==> src/rtl/ball_horizontal_position.sv <==
// Pong ball horizontal position and video window.
// Tracks the ball X position, direction and in-play state. Steps once per line
// on the hreset strobe, reflects on paddle hits and flags misses at the X limits.
// Also produces the registered per-pixel hball window for the video mixer.
module ball_horizontal_position #(
  parameter int H_TOTAL = 455,
  parameter int BALL_W  = 4,
  parameter int X_SERVE = 228,
  parameter int X_MIN   = 16,
  parameter int X_MAX   = 440
) (
  input  logic       clk7,
  input  logic       rst,
  input  logic       hreset,
  input  logic       move,
  input  logic       l_hit,
  input  logic       r_hit,
  input  logic       serve,
  input  logic       serve_dir,
  output logic       hball,
  output logic [8:0] ball_x,
  output logic       dir,
  output logic       active,
  output logic       miss_l,
  output logic       miss_r
);

  localparam logic [8:0] H_LAST  = 9'(H_TOTAL - 1);
  localparam logic [8:0] X_INIT  = 9'(X_SERVE);
  localparam logic [9:0] X_LO    = 10'(X_MIN);
  localparam logic [9:0] X_HI    = 10'(X_MAX);
  localparam logic [9:0] W_BALL  = 10'(BALL_W);

  logic [8:0] h_q, h_d;
  logic [8:0] x_q, x_d;
  logic       dir_q, dir_d;
  logic       active_q, active_d;
  logic       hball_q, hball_d;
  logic       miss_l_q, miss_l_d;
  logic       miss_r_q, miss_r_d;
  logic       hit_dir;
  logic [9:0] x_ext;

  assign x_ext = {1'b0, x_q};

  // Beam counter: cleared at line start, wraps itself if hreset arrives late.
  always_comb begin
    h_d = h_q + 9'd1;
    if (hreset || h_q == H_LAST) h_d = '0;
  end

  // Position, direction and miss logic. Serve dominates hits and steps; a hit
  // in the same cycle as a step steers that step.
  always_comb begin
    x_d      = x_q;
    dir_d    = dir_q;
    active_d = active_q;
    miss_l_d = 1'b0;
    miss_r_d = 1'b0;
    hit_dir  = dir_q;
    if (serve) begin
      x_d      = X_INIT;
      dir_d    = serve_dir;
      active_d = 1'b1;
    end else if (active_q) begin
      unique case ({l_hit, r_hit})
        2'b10:   hit_dir = 1'b0;
        2'b01:   hit_dir = 1'b1;
        2'b11:   hit_dir = ~dir_q;
        default: hit_dir = dir_q;
      endcase
      dir_d = hit_dir;
      if (hreset && move) begin
        if (hit_dir) begin
          // Next x would fall below X_MIN: freeze x and drop out of play.
          if (x_ext < X_LO + 10'd1) begin
            active_d = 1'b0;
            miss_l_d = 1'b1;
          end else begin
            x_d = x_q - 9'd1;
          end
        end else begin
          if (x_ext + 10'd1 > X_HI) begin
            active_d = 1'b0;
            miss_r_d = 1'b1;
          end else begin
            x_d = x_q + 9'd1;
          end
        end
      end
    end
  end

  // Ball window from the current beam and position, 10-bit so x+W cannot wrap.
  always_comb begin
    hball_d = active_q && ({1'b0, h_q} >= x_ext) && ({1'b0, h_q} < x_ext + W_BALL);
  end

  // State registers with synchronous reset; reset also cancels any miss strobe.
  always_ff @(posedge clk7) begin
    if (rst) begin
      h_q      <= '0;
      x_q      <= X_INIT;
      dir_q    <= 1'b0;
      active_q <= 1'b0;
      hball_q  <= 1'b0;
      miss_l_q <= 1'b0;
      miss_r_q <= 1'b0;
    end else begin
      h_q      <= h_d;
      x_q      <= x_d;
      dir_q    <= dir_d;
      active_q <= active_d;
      hball_q  <= hball_d;
      miss_l_q <= miss_l_d;
      miss_r_q <= miss_r_d;
    end
  end

  assign hball  = hball_q;
  assign ball_x = x_q;
  assign dir    = dir_q;
  assign active = active_q;
  assign miss_l = miss_l_q;
  assign miss_r = miss_r_q;

endmodule
==> config.mk <==
export PLATFORM = sky130hd
export DESIGN_NAME = ball_horizontal_position
export DESIGN_NICKNAME = d
export VERILOG_FILES = /design/src/rtl/ball_horizontal_position.sv
export SDC_FILE = /design/constraint.sdc
export NUM_CORES = 1
export LEC_CHECK = 0
export CAP_MARGIN = 40
export CORE_UTILIZATION = 30
export DETAILED_ROUTE_END_ITERATION = 7
export PLACE_DENSITY = 0.45
export SYNTH_ARGS = -nofsm -noshare
export SYNTH_HDL_FRONTEND = slang
export SYNTH_SLANG_ARGS = --single-unit
==> constraint.sdc <==
create_clock -name clk7 -period 5.4 [get_ports clk7]
set_input_delay 1.35 -clock clk7 [delete_from_list [all_inputs] [get_ports clk7]]
set_output_delay 1.35 -clock clk7 [all_outputs]
set_load 0.01 [all_outputs]
== Word-level counts from Yosys, hierarchy flattened ==
Index checks and enable logic that the tools add are counted.
Cells by class
  reduce and logical (&&, ||, !) cells: 10
  $mul: 0
  equal/unequal tests: 6
  bitwise gates (word level): 4
  muxes and demuxes: 16
  shift-type cells: 0
  order comparisons: 4
  $add $sub $neg: 5
  divide/modulo/power cells: 0
Operators with widths (count)
  9-bit 2-to-1 mux: 3
  9-bit by 1-bit adder with 9-bit output (second input constant): 2
  1-bit 2-to-1 mux: 12
  9-bit by 1-bit adder with 10-bit output (second input constant): 1
  9-bit by 3-bit adder with 10-bit output (second input constant): 1
  10-bit by 9-bit greater-than comparator with 1-bit output (second input constant): 1
  9-bit by 10-bit < comparator with 1-bit output: 1
  5-bit OR reduction: 2
  9-bit equality test (second input constant): 1
  9-bit greater-or-equal comparator: 1
  9-bit by 5-bit < comparator with 1-bit output (second input constant): 1
  9-bit by 1-bit subtractor with 9-bit output (second input constant): 1
  2-bit equality test (second input constant): 2
  2-bit != test (second input constant): 2
  1-bit inverter: 4
  4-bit AND reduction: 1
  2-bit OR reduction: 2
  1-bit logical AND: 3
  1-bit one-hot mux with 3 select lines: 1
  2-bit by 1-bit equality test with 1-bit output (second input constant): 1
  2-bit nonzero test: 1
  1-bit logical OR: 1
Storage, ports and cells
  register bits after elaboration: 23
  bits in writable memories: 0
  memories: 0
  bits in latches: 0
  bits in read-only memories: 0
  output and inout bits: 14
  input port bits: 8
  logic and storage cells: 52

== Longest topological paths before layout ==
Gate-level depths: netlist (run 1).
  depth after elaboration: 8
  gate-level depth with buffers: 10
  mapped depth without buffers: 10

== Least setup slack after synthesis (run 1) ==
OpenSTA, ideal clock, no wires.
  path type: input-to-reg
  start point: in r_hit
  end point: reg x_q[8], in the netlist ball_x[8]
  data required time: 5283 ps
  cell stages on the path: 10
  path buffers: 0
  library setup time: 117 ps
  setup slack: 1921 ps
  arrival time: 3362 ps
  cell sequence: nor2_1 -> a21oi_1 -> ha_1 -> a21oi_1 -> o211ai_1 -> o41ai_1 -> xnor2_1 -> nand2_1 -> xnor2_1 -> nor2_1
On the way
  longest elaborated chain between the ends: 6
  elaborated cells between the ends (all ways): 10
  those cells by class: eq/ne (5); mux (4); reduce/logical (1)
Ends and longest elaborated chain
  start: declaration: line 17  | input logic r_hit,
  2-bit equality test / 2-bit by 1-bit equality test with 1-bit output (equally long branches): line 66  | unique case ({l_hit, r_hit})
  1-bit one-hot mux with 3 select lines (*): line 66
  1-bit 2-to-1 mux (*): line 65  | end else if (active_q) begin
  1-bit 2-to-1 mux (*): line 61  | if (serve) begin
  2-bit != test (no line)
  4-bit AND reduction (no line)
  end signal: assignment: line 103  | x_q <= X_INIT;
  end signal: assignment: line 111  | x_q <= x_d;
  end: declaration: line 35  | logic [8:0] x_q, x_d;
Every way passes the cells marked *; elsewhere a longest branch is shown, timed or not. The select of a mux whose other input is x is not followed.
A chain may end at the register's enable or synchronous reset.

== Worst setup path after layout (run 1) ==
Same ends and word-level chain as after synthesis.

==> flow_metrics.tcl, run 1 <==
set metrics [dict create \
    drive_gt1_frac 0.0340 \
    max_slew_margin 0.583 \
    synth_top_flop_cell "sky130_fd_sc_hd__dfxtp_1" \
    clock_period_minus_worst_slack_ns 3.43 \
    crit_path_cells "clkdlybuf4s50_1, nor2_1, a21oi_1, buf_4, ha_1, a21oi_1, o211ai_1, o41ai_1, xnor2_1, nand2_1, xnor2_1, nor2_1" \
    post_cts_resize_count 0 \
    yosys.cell_types.count 39 \
    top_signal_layer_used "met4" \
    run_status "finished, final reports clean" \
    cts_hold_buf 0 \
    synth_enable_flop_cells 0 \
    r2r_cells 7 \
    grt_start_max_net_pins 17 \
    clock-skew-final_ns 0.00204 \
    p_sw_mw 0.106 \
    max-vdd-ir-drop_mv 0.0886 \
    grt_pass1_wl_um 7100 \
    clock_sinks 23 \
    syn-num-nets 247 \
    detail_route.iter0.violations 44 \
    timing.critical_path.slowest_stage_cell "sky130_fd_sc_hd__clkdlybuf4s50_1" \
    report.final.slew_viol_count 0 \
    worst_setup_ep_type "register" \
    drt.antenna.violating_nets 0 \
    global_route.overflow_total 0 \
    worstMarginPinSlew_ns 0.625 \
    h-tree-depth 1 \
    place.detailed.hpwl_um 3220 \
    slowest_delay_ns 0.46 \
    antennaDiodeCount 0 \
    ys_warn_count 0 \
    leakagePower_nw 0.851 \
    dr_wl_met2_um 1810 \
    regToRegStartpoint "ball_x[2]" \
    layout_commonest_cell "sky130_fd_sc_hd__nor2_1" \
    postPlaceCellArea_sq_um 2020 \
    grt_antenna_before_repair 0 \
    timing.critical_path.arrival_ns 3.60 \
    postSynthCellCount 212 \
    clock_power_share 0.309 \
    gp_congestion 0.752 \
    synth_seq_area_share 0.265 \
    die_width_um 78.2 \
    final_nets 271 \
    period_share 0.636 \
    total_neg_setup_slack_ns 0 \
    initial_core_util 0.314 \
    rows 27 \
    comb_power_share 0.203 \
    p_sw_frac 0.288 \
    timing_worst_setup_path_type "input port to register" \
    fmax_mhz 291 \
    grt_usage 0.149 \
    hold_path_class "register to register" \
    crit_required_ns 5.57 \
    clk_latency_ns 0.27 \
    report.final.setup_viol 0 \
    final.fill_count 591 \
    viasPerCell 4.93 \
    regToRegEndpoint "ball_x[8]" \
    intPower_mw 0.261 \
    drt_pre_antenna_iters 4 \
    instance_count_along_the_most_critical_hold_path 1 \
    core_region_area_sq_um 5540 \
    clock_tree.buffer_depth 2 \
    clock_tree_from_tritoncts "done" \
    route.detailed.wl_per_inst_um 13.4 \
    most-common-layout-cells "28 x sky130_fd_sc_hd__nor2_1, 26 x sky130_fd_sc_hd__ha_1, 23 x sky130_fd_sc_hd__dfxtp_1" \
    syn_area_sq_um 1740 \
    cts_setup_buffers 0 \
    dr_total_vias 1514 \
    fin_area_sq_um 2070 \
    clock-root-buffer "sky130_fd_sc_hd__clkbuf_8" \
    setup_repair_after_global_routing_missed_its_margin "no" \
    power.density_nw_per_um2 177 \
    drv.max_cap_violation_count 0 \
    async_set_or_reset_register_ratio_after_synthesis 0 \
    syn_area_per_cell_sq_um 8.21 \
    wirelength_um 4110 \
    grt_pass1_vias 1474 \
    hold_path_end "h_q[0]" \
    timing.critical_path.fanout_max 12 \
    floorplan.die.height_um 78.2 \
    worst_setup_hold_path_clk_slew_ns 0.09 \
    synth.ff_latch_count 23 \
    critPathLaunchType "input port" \
    timing_hold_violations_final 0 \
    drc 0 \
    hold_start "h_q[0]" \
    io_buffer_count 21 \
    area_of_the_die_sq_um 6110 \
    route.met3.wl_um 184 \
    wl_met1_um 2050 \
    io_pins 22 \
    area_delta_synth_final_pct 18.7 \
    numCtsBuffers 3 \
    timing.reg2reg.setup_slack_ns 2.84 \
    power_frac_seq 0.488 \
]
[area by class of cell]
type,count,area (sq um),area share
multi-input combinational,170,1190,0.576
sequential,23,460,0.223
timing repair buffer,23,223,0.108
tap,72,90.1,0.0436
inverter,15,56.3,0.0273
clock buffer,3,41.3,0.0200
clock inverter,1,5.00,0.00242
[cells in the mapped netlist (2+ instances only)]
cell                       number  area [sq um]
sky130_fd_sc_hd__nor2_1        28           105
sky130_fd_sc_hd__ha_1          26           325
sky130_fd_sc_hd__dfxtp_1       23           460
sky130_fd_sc_hd__a21oi_1       17          85.1
sky130_fd_sc_hd__nand2_1       15          56.3
sky130_fd_sc_hd__inv_1         14          52.6
sky130_fd_sc_hd__nand3_1       14          70.1
sky130_fd_sc_hd__xnor2_1       13           114
sky130_fd_sc_hd__o211ai_1       7          52.6
sky130_fd_sc_hd__o21ai_0        7          35.0
sky130_fd_sc_hd__xor2_1         7          61.3
sky130_fd_sc_hd__and3_1         5          31.3
sky130_fd_sc_hd__o21bai_1       4          30.0
sky130_fd_sc_hd__o41ai_1        3          26.3
sky130_fd_sc_hd__a21o_1         2          15.0
sky130_fd_sc_hd__buf_6          2          22.5
sky130_fd_sc_hd__nand4_1        2          12.5
sky130_fd_sc_hd__or3_1          2          12.5
[sequential cells by signal (all words and copies together), names as in the netlist]
| name | flops |
|---|---|
| hball | 1 |
| dir | 1 |
| miss_l | 1 |
| h_q | 9 |
| active | 1 |
| ball_x | 9 |
| miss_r | 1 |
[through the flow]
step	setup WS, ns	instances	util	total power, mW	hold slack, ns
after CTS	1.97	307	0.373	0.373	0.516
after detailed placement	1.68	303	0.364	0.258	0.494
after floorplan	1.92	212	-	0.234	0.448
after global placement	1.69	302	0.364	0.258	0.485
after global routing	1.83	307	0.373	0.392	0.538
final	1.97	307	0.373	0.366	0.514
[cell families (layout without fill, tap and decap cells)]
| group | count (synthesis) | in the layout | synth area share |
|---|---|---|---|
| simple gates | 75 | 75 | 0.200 |
| xor+xnor | 20 | 20 | 0.101 |
| buf+inv | 19 | 42 | 0.0561 |
| fa+ha+maj | 27 | 27 | 0.198 |
| mux | 1 | 1 | 0.00575 |
| compound gates | 47 | 47 | 0.175 |
| flops | 23 | 23 | 0.265 |
[worst max path at each step]
stage	end	from	slack, ns	cells past startpoint
finish	ball_x[8]	r_hit	1.97	12
global route	ball_x[8]	r_hit	1.83	12
CTS	ball_x[8]	r_hit	1.97	12
detailed placement	ball_x[8]	r_hit	1.68	12
global placement	ball_x[8]	r_hit	1.69	12
floorplan	ball_x[8]	r_hit	1.92	10
[metal layers]
layer / GRT usage / up-vias
li1: - / 799
met1: 0.195 / 683
met2: 0.244 / 27
met3: 0.0267 / 5
met4: 0.0556 / 0
met5: 0 / -
[worst max-delay path: cells and delay by family]
family | cells | cell delay, ns
AO/OA/AOI/OAI | 4 | 0.78
adder cells (fa/ha/maj) | 1 | 0.30
AND/OR/NAND/NOR | 3 | 0.17
buffers and inverters | 2 | 0.67
XOR/XNOR | 2 | 0.32
[power groups by stage]
| stage | logic [mW] | registers [mW] | clock network, mW |
|---|---|---|---|
| 2_1_floorplan | 0.0515 | 0.182 | 0 |
| 3_3_place_gp | 0.0751 | 0.183 | 0 |
| 3_5_place_dp | 0.0748 | 0.183 | 0 |
| 4_1_cts | 0.0754 | 0.179 | 0.118 |
| 5_1_grt | 0.0845 | 0.180 | 0.128 |
| 6_report | 0.0744 | 0.179 | 0.113 |
Note: power is estimated with default switching activity, not from simulation.
==> run 2: changes to the inputs <==
clock period = 3.35 ns   (was 5.4 ns; I/O delays follow)
==> run 2 against run 1 <==
Design area about the same. Die area unchanged. Critical path depth is the same. Non-clock buffer count rose by 1.
==> flow_metrics.tcl, run 2 (same netlist as run 1, synthesis figures left out) <==
set metrics [dict create \
    layout.cells.non_filler 308 \
    most-common-layout-cells "28 x sky130_fd_sc_hd__nor2_1, 26 x sky130_fd_sc_hd__ha_1, 23 x sky130_fd_sc_hd__dfxtp_1" \
    critPathLaunchType "input port" \
    run_status "finished, final reports clean" \
    drv.max_cap_violation_count 0 \
    grt_usage 0.148 \
    fin_area_sq_um 2070 \
    antennaDiodeCount 0 \
    p_total_mw 0.587 \
    wirelength_um 4100 \
    timing_hold_violations_final 0 \
    pre_cts_slack_ns 0.140 \
    dr_total_vias 1505 \
    leakagePower_nw 0.852 \
    total_neg_setup_slack_ns 0 \
    clock-skew-final_ns 0.00597 \
    worst_setup_ep_type "register" \
    cts_setup_buffers 0 \
    crit_path_cells "clkdlybuf4s50_1, nor2_1, a21oi_1, buf_4, fa_1, a21oi_1, o211ai_1, o41ai_1, xnor2_1, nand2_1, xnor2_1, nor2_1" \
    h-tree-depth 1 \
    fmax_mhz 339 \
    crit_required_ns 3.50 \
    max-vdd-ir-drop_mv 0.130 \
    clock_power_share 0.302 \
    drt_pre_antenna_iters 4 \
    postPlaceCellArea_sq_um 2020 \
    clk_latency_ns 0.27 \
    intPower_mw 0.423 \
    post_cts_resize_count 0 \
    cts_hold_buf 0 \
    setup_repair_after_global_routing_missed_its_margin "no" \
    grt_pass1_vias 1402 \
    setup_ws_ns 0.401 \
    die_width_um 78.2 \
    timing.critical_path.arrival_ns 3.10 \
    detail_route.iter0.violations 26 \
    final_nets 272 \
    clock_period_minus_worst_slack_ns 2.95 \
    critical_path.n_buffers_inverters 2 \
    grt_start_max_net_pins 17 \
    place.detailed.hpwl_um 3140 \
    worstMarginPinSlew_ns 0.612 \
    clock_tree.buffer_depth 2 \
    comb_power_share 0.207 \
    power_frac_seq 0.491 \
    global_route.overflow_total 0 \
    timing.critical_path.fanout_max 7 \
    grt_pass1_wl_um 7140 \
    clock_sinks 23 \
    timing.critical_path.slowest_stage_cell "sky130_fd_sc_hd__clkdlybuf4s50_1" \
    grt_antenna_before_repair 0 \
    initial_core_util 0.314 \
    gp_congestion 0.760 \
    rows 27 \
    floorplan.die.height_um 78.2 \
    timing_worst_setup_path_type "input port to register" \
    p_sw_mw 0.164 \
    route.detailed.wl_per_inst_um 13.3 \
    area_delta_synth_final_pct 18.8 \
    viasPerCell 4.89 \
    numCtsBuffers 3 \
    worst_setup_hold_path_clk_slew_ns 0.09 \
    period_share 0.880 \
    drt.antenna.violating_nets 0 \
    report.final.slew_viol_count 0 \
    area_of_the_die_sq_um 6110 \
    io_buffer_count 21 \
    clock-root-buffer "sky130_fd_sc_hd__clkbuf_8" \
    p_sw_frac 0.280 \
    power.density_nw_per_um2 284 \
    hold_path_class "register to register" \
    critPathTopFamily "compound AO/OA/AOI/OAI gates" \
    drc 0 \
    clock_tree_from_tritoncts "done" \
    io_pins 22 \
    placed_cells_incl_taps 304 \
    report.final.setup_viol 0 \
    core_region_area_sq_um 5540 \
    drive_gt1_frac 0.0297 \
    final.fill_count 601 \
    layout_commonest_cell "sky130_fd_sc_hd__nor2_1" \
    max_slew_margin 0.592 \
    slowest_delay_ns 0.40 \
]
-- run 2: changes by cell type in the layout (fill, tap and decap cells not counted), sizes merged --
cell	change
clkinv	-1
buf	+1
clkbuf	+1
-- run 2: area by class of cell --
| cell class | count | area (sq um) | share of cell area |
|---|---|---|---|
| Timing Repair Buffer | 24 | 233 | 0.113 |
| Tap cell | 72 | 90.1 | 0.0436 |
| Inverter | 15 | 56.3 | 0.0272 |
| Clock buffer | 4 | 45.0 | 0.0218 |
| Multi-Input combinational cell | 170 | 1180 | 0.572 |
| Sequential cell | 23 | 460 | 0.223 |
-- run 2: final timing paths --
kind                                start        end  slack [ns]  depth (start not counted)
worst max-delay path                r_hit  ball_x[8]        0.40                         12
worst min-delay path               h_q[0]     h_q[0]        0.50                          1
worst max register to register  ball_x[2]  ball_x[8]        0.81                          7
worst min register to register     h_q[0]     h_q[0]        0.50                          1
-- run 2: layer usage --
metal / part of all wire / vias up / global-route usage
met2: 0.43 / 28 / 0.228
met3: 0.047 / 4 / 0.0256
li1: - / 800 / -
met1: 0.51 / 673 / 0.208
met4: 0.010 / 0 / 0.0444
met5: 0 / - / 0
-- run 2: through the flow --
step / util / hold slack, ns
2_1_floorplan: - / 0.448
3_3_place_gp: 0.365 / 0.479
3_5_place_dp: 0.365 / 0.486
4_1_cts: 0.373 / 0.509
5_1_grt: 0.373 / 0.529
6_report: 0.373 / 0.501
-- run 2: power groups by stage --
stage | registers (mW) | logic [mW] | clock network [mW]
6_report | 0.288 | 0.121 | 0.177
5_1_grt | 0.290 | 0.138 | 0.199
4_1_cts | 0.289 | 0.123 | 0.188
3_5_place_dp | 0.295 | 0.122 | 0
3_3_place_gp | 0.296 | 0.123 | 0
2_1_floorplan | 0.294 | 0.0830 | 0
